## config.mk

```make
export PLATFORM = sky130hd
export DESIGN_NAME = aer_lrf_multicast_mapper
export DESIGN_NICKNAME = d
export VERILOG_FILES = /design/src/rtl/aer_lrf_multicast_mapper.sv
export SDC_FILE = /design/constraint.sdc
export NUM_CORES = 1
export LEC_CHECK = 0
export CORE_UTILIZATION = 52
export CTS_BUF_LIST = sky130_fd_sc_hd__clkbuf_8
export DETAILED_ROUTE_END_ITERATION = 12
export HOLD_SLACK_MARGIN = 0.08
export PLACE_DENSITY = 0.89
export SYNTH_ARGS = -nofsm -noshare
export SYNTH_HDL_FRONTEND = slang
export SYNTH_SLANG_ARGS = --single-unit
```

## constraint.sdc

```tcl
create_clock -name clk -period 13.36 [get_ports clk]
set_clock_uncertainty 0.2 [all_clocks]
set_input_delay 1.336 -clock clk [delete_from_list [all_inputs] [get_ports clk]]
set_output_delay 1.336 -clock clk [all_outputs]
set_load 0.05 [all_outputs]
```

## src/rtl/aer_lrf_multicast_mapper.sv

```systemverilog
// Stride-aware LRF multicast mapper: buffers AER events and fans each one out to every core window that contains the pixel.
// Optional macro AER_LRF_MAPPER_BCAST_EN broadcasts non-neuron events to all lanes instead of dropping them.
module aer_lrf_multicast_mapper #(
  parameter int FM_C              = 3,
  parameter int FM_W              = 8,
  parameter int FM_H              = 8,
  parameter int CORE_W            = 4,
  parameter int CORE_H            = 4,
  parameter int LRF_W             = 3,
  parameter int LRF_H             = 3,
  parameter int STRIDE_X          = 2,
  parameter int STRIDE_Y          = 2,
  parameter int FIFO_DEPTH        = 4,
  parameter int MAP_IN_AER_WIDTH  = 2 + $clog2(FM_C) + $clog2(FM_H) + $clog2(FM_W),
  parameter int MAP_OUT_AER_WIDTH = 2 + $clog2(FM_C) + $clog2(LRF_H) + $clog2(LRF_W)
) (
  input  logic                                                clk,
  input  logic                                                rst,
  input  logic                                                MAP_IN_AERIN_REQ,
  input  logic [MAP_IN_AER_WIDTH-1:0]                         MAP_IN_AERIN_EVENT,
  input  logic [MAP_IN_AER_WIDTH-3:0]                         MAP_IN_AERIN_IDX,
  output logic                                                MAP_IN_AERIN_ACK,
  output logic [CORE_W*CORE_H-1:0]                            MAP_OUT_AERIN_REQ,
  output logic [CORE_W*CORE_H-1:0][MAP_OUT_AER_WIDTH-1:0]     MAP_OUT_AERIN_EVENT,
  output logic [CORE_W*CORE_H-1:0][MAP_OUT_AER_WIDTH-3:0]     MAP_OUT_AERIN_IDX,
  input  logic [CORE_W*CORE_H-1:0]                            MAP_OUT_AERIN_ACK,
  output logic [15:0]                                         DROP_CNT
);

  // state      | meaning
  // S_IDLE     | no event loaded; pops the FIFO head whenever one is present
  // S_DISPATCH | pending lane mask non-zero; REQ follows pending

  localparam int N      = CORE_W * CORE_H;
  localparam int CW     = $clog2(FM_C);
  localparam int YW     = $clog2(FM_H);
  localparam int XW     = $clog2(FM_W);
  localparam int LYW    = $clog2(LRF_H);
  localparam int LXW    = $clog2(LRF_W);
  localparam int IDX_W  = MAP_IN_AER_WIDTH - 2;
  localparam int OIDX_W = MAP_OUT_AER_WIDTH - 2;
  localparam int AW     = $clog2(FIFO_DEPTH);

  typedef enum logic [0:0] {S_IDLE, S_DISPATCH} state_t;

  state_t state, state_nxt;

  logic [IDX_W+1:0] fifo_mem [FIFO_DEPTH];
  logic [AW:0]      wr_ptr, rd_ptr;
  logic             fifo_empty, fifo_full;
  logic             push, load, drop;

  logic [IDX_W+1:0] head;
  logic [1:0]       head_type;
  logic [CW-1:0]    head_c;
  logic [YW-1:0]    head_y;
  logic [XW-1:0]    head_x;

  logic [N-1:0]                    dec_mask;
  logic [N-1:0][OIDX_W-1:0]        dec_idx;
  logic                            in_range;
  int                              lx_rel, ly_rel;

  logic [N-1:0]                    pending, pending_after, lane_xfer;
  logic [N-1:0][MAP_OUT_AER_WIDTH-1:0] lane_event;
  logic [15:0]                     drop_cnt;

  logic unused_evt_bits;
  assign unused_evt_bits = ^MAP_IN_AERIN_EVENT[MAP_IN_AER_WIDTH-3:0];

  // Ready depends on stored state only, so a pop never opens a slot in the same cycle.
  assign fifo_empty       = (wr_ptr == rd_ptr);
  assign fifo_full        = (wr_ptr[AW] != rd_ptr[AW]) && (wr_ptr[AW-1:0] == rd_ptr[AW-1:0]);
  assign MAP_IN_AERIN_ACK = ~fifo_full;
  assign push             = MAP_IN_AERIN_REQ & MAP_IN_AERIN_ACK;

  always_ff @(posedge clk) begin
    if (push) begin
      fifo_mem[wr_ptr[AW-1:0]] <= {MAP_IN_AERIN_EVENT[MAP_IN_AER_WIDTH-1 -: 2], MAP_IN_AERIN_IDX};
    end
  end

  assign head      = fifo_mem[rd_ptr[AW-1:0]];
  assign head_type = head[IDX_W+1:IDX_W];
  assign head_c    = head[IDX_W-1 -: CW];
  assign head_y    = head[YW+XW-1 -: YW];
  assign head_x    = head[XW-1:0];

  always_comb begin
    dec_mask = '0;
    dec_idx  = '0;
    lx_rel   = 0;
    ly_rel   = 0;
    in_range = (int'(head_c) < FM_C) && (int'(head_y) < FM_H) && (int'(head_x) < FM_W);
    if (head_type == 2'b00) begin
      for (int i = 0; i < N; i++) begin
        lx_rel = int'(head_x) - (i % CORE_W) * STRIDE_X;
        ly_rel = int'(head_y) - (i / CORE_W) * STRIDE_Y;
        if (in_range && lx_rel >= 0 && lx_rel < LRF_W && ly_rel >= 0 && ly_rel < LRF_H) begin
          dec_mask[i] = 1'b1;
          dec_idx[i]  = {head_c, ly_rel[LYW-1:0], lx_rel[LXW-1:0]};
        end
      end
    end else begin
`ifdef AER_LRF_MAPPER_BCAST_EN
      dec_mask = '1;
      for (int i = 0; i < N; i++) begin
        dec_idx[i] = {head_c, {(LYW+LXW){1'b0}}};
      end
`endif
    end
  end

  assign MAP_OUT_AERIN_REQ = (state == S_DISPATCH) ? pending : '0;
  assign lane_xfer         = MAP_OUT_AERIN_REQ & MAP_OUT_AERIN_ACK;
  assign pending_after     = pending & ~lane_xfer;

  always_comb begin
    state_nxt = state;
    load      = 1'b0;
    case (state)
      S_IDLE: begin
        load = ~fifo_empty;
      end
      S_DISPATCH: begin
        if (pending_after == '0) begin
          state_nxt = S_IDLE;
          load      = ~fifo_empty;
        end
      end
      default: state_nxt = S_IDLE;
    endcase
    if (load) begin
      state_nxt = (dec_mask != '0) ? S_DISPATCH : S_IDLE;
    end
  end

  assign drop = load && (dec_mask == '0);

  always_ff @(posedge clk or posedge rst) begin
    if (rst) begin
      state      <= S_IDLE;
      wr_ptr     <= '0;
      rd_ptr     <= '0;
      pending    <= '0;
      lane_event <= '0;
      drop_cnt   <= '0;
    end else begin
      state <= state_nxt;
      if (push) begin
        wr_ptr <= wr_ptr + 1'b1;
      end
      if (load) begin
        rd_ptr  <= rd_ptr + 1'b1;
        pending <= dec_mask;
        // Untargeted lanes keep their previous payload.
        for (int i = 0; i < N; i++) begin
          if (dec_mask[i]) begin
            lane_event[i] <= {head_type, dec_idx[i]};
          end
        end
      end else begin
        pending <= pending_after;
      end
      if (drop && drop_cnt != 16'hFFFF) begin
        drop_cnt <= drop_cnt + 16'd1;
      end
    end
  end

  always_comb begin
    MAP_OUT_AERIN_IDX = '0;
    for (int i = 0; i < N; i++) begin
      MAP_OUT_AERIN_IDX[i] = lane_event[i][OIDX_W-1:0];
    end
  end

  assign MAP_OUT_AERIN_EVENT = lane_event;
  assign DROP_CNT            = drop_cnt;

endmodule

```

==> qor.csv <==
metric;value;unit
status;complete, no violations;
CTS Hold Buffers Added;0;
Cell Rows;48;
leading area contributor after synthesis;dfrtp_1;
Yosys top cell area share;45.55;%
commonest non-fill, non-tap cell in the layout;clkdlybuf4s50_1;
metal1 wirelength;8.994;mm
post-CTS setup repair buffer count;0;
min Tclk post-route;4.379;ns
min-delay worst type;reg2reg;
CP Capture Type;flop;
HPWL Detailed;15.57;mm
Sink Count;207;
met2 routed WL;11.26;mm
Mapped Area;9174;sq um
syn nets;742;
DIE WIDTH;134.8;microns
1st-pass router iterations;4;
Starting Density;53.22;%
DR vias;5852;
IO Count;294;
worst skew pair latency;0.50;ns
CTS tree;built;
DRT antenna net count;0;
GRT Total Usage;24.61;%
nets;945;
Slew headroom;33.33;%
HP Start;MAP_OUT_AERIN_EVENT[23];
ys async rst share;80.68;%
flop2flop setup slack;9.24;ns
Area Overhead vs Synth;32.73;%
Distinct cells, synth;41;
cells after synthesis;690;
height of the chip;134.8;microns
Max clock buf depth;3;
critical path launch point type;input pin;
most frequent cells in the layout;285 x clkdlybuf4s50_1, 167 x dfrtp_1, 100 x mux2_2;
initial antenna violation count;2;
CP Cell Sequence;clkdlybuf4s50_1 > inv_1 > a2111oi_0 > nand4_1 > a21o_1 > a2111o_1 > nor2_2 > mux2_2;
highest metal used;met5;
Final setup viols;0;
Met3 Wirelength;1.183;mm
vias in the first global route;5891;
crit share post-route;32.78;%
RD Place Congestion;0.7668;
slowest stage delay, CP;0.59;ns
Max-cap violations;0;
Critical Path RT;13.54;ns
Yosys reg bits;207;
Root Buffer;clkbuf_8;
CORE AREA;17240;sq um
Post-synth EDFFs;40;
measured slew at the worst slew-check pin;1.000;ns
grt total ovfl;0;
Port Buffers;285;
Detailed Route Iter0 Violations;285;
Mapped Avg Cell Area;13.30;sq um
Critical Path Source;MAP_OUT_AERIN_ACK[11];
Main synth FF type;dfrtp_1;
FF-to-FF Start;rd_ptr[0];
WL final;21.93;mm
Seq/Total Area, Yosys;58.65;%
wire length per cell;19.18;microns
Crit-path slowest cell;a2111oi_0;
CTS Buf Count;34;
global-route wire length before repair;33.74;mm
unrepaired setup endpoints after global routing;no;
Worst-path clk slew;0.06;ns
htree depth;2;
Slew Limit Fails;0;
setup tns final;0;ns
final hold vios;0;
CP max FO;12;
largest net degree at the start of global routing;106;
Setup Crit Path Kind;in2reg;
layout cells sized above 1;20.17;%
final core utilization;70.64;%
drt via density;5.120;
Die ar.;18180;sq um
fmax;228.4;MHz
DRC viols;0;
WP data arrival;4.56;ns
YS warnings;0;
top cells by area, synth;dfrtp_1 46%, edfxtp_1 13%, mux2_2 12%, buf_4 7.9%, nor2b_1 2.5%;
CTS resizes;0;
==> cells in the mapped netlist (12+ instances only) <==
| library cell | count |
|---|---|
| xor2_1 | 18 |
| a31o_2 | 12 |
| ha_1 | 15 |
| dfrtp_1 | 167 |
| nor2b_1 | 37 |
| clkbuf_1 | 16 |
| edfxtp_1 | 40 |
| and2_1 | 26 |
| nand2_1 | 36 |
| nor2_2 | 12 |
| nor3_1 | 15 |
| nand3_1 | 14 |
| inv_1 | 14 |
| buf_4 | 96 |
| mux2_2 | 100 |
==> metrics by stage <==
step                area (sq um)  instances  hold WS [ns]  setup slack (ns)
finish                     12180       1143        0.2839             8.981
global route               12180       1143        0.3071             8.741
CTS                        12170       1142        0.2879             8.970
detailed placement         11480       1082        0.2700             8.487
global placement           11480       1082        0.2685             8.531
floorplan                   9174        690        0.2604             7.306
==> worst paths after layout <==
path                                            end  cells after the start
min in group asynchronous   MAP_OUT_AERIN_EVENT[87]                      2
min reg2reg                 MAP_OUT_AERIN_EVENT[23]                      1
max reg2reg                 MAP_OUT_AERIN_EVENT[37]                      5
max                         MAP_OUT_AERIN_EVENT[37]                      8
max in group asynchronous  MAP_OUT_AERIN_EVENT[126]                      3
min                         MAP_OUT_AERIN_EVENT[23]                      1
==> per-layer routing <==
| layer | track usage [%] | vias to the layer above |
|---|---|---|
| met2 | 43.01 | 181 |
| met1 | 30.41 | 2948 |
| met3 | 5.480 | 36 |
| met5 | 0 | - |
| li1 | - | 2685 |
| met4 | 7.615 | 2 |
==> logic make-up after synthesis <==
group           count (synthesis)  share of synthesized area (%)
flops                         207                          58.65
simple gates                  167                          9.779
buf+inv                       135                          9.902
mux                           113                          14.61
compound gates                 32                          3.014
xor+xnor                       21                          2.005
fa+ha+maj                      15                          2.046
==> critical path: cells and delay by family <==
kind,cells,cell delay (ns)
mux,1,0.40
buf+inv,2,0.59
compound gates,3,1.52
simple gates,2,0.71
==> sequential cells by signal, summed over array words and instances (netlist names) <==
| signal | flops |
|---|---|
| DROP_CNT | 16 |
| wr_ptr | 3 |
| state | 1 |
| rd_ptr | 3 |
| MAP_OUT_AERIN_EVENT | 128 |
| pending | 16 |
| fifo_mem | 40 |
==> area by class of cell <==
class | count | area [sq um]
timing repair buffer | 288 | 2875
fill | 1211 | 5060
inverter | 14 | 57.56
antenna | 1 | 2.502
sequential | 207 | 5380
clock inverter | 20 | 138.9
tap | 225 | 281.5
multi-input combinational | 348 | 2890
clock buffer | 40 | 550.5
Power is not shown: default switching activity piles up to over one toggle a cycle in this logic, so the estimate is an artifact.
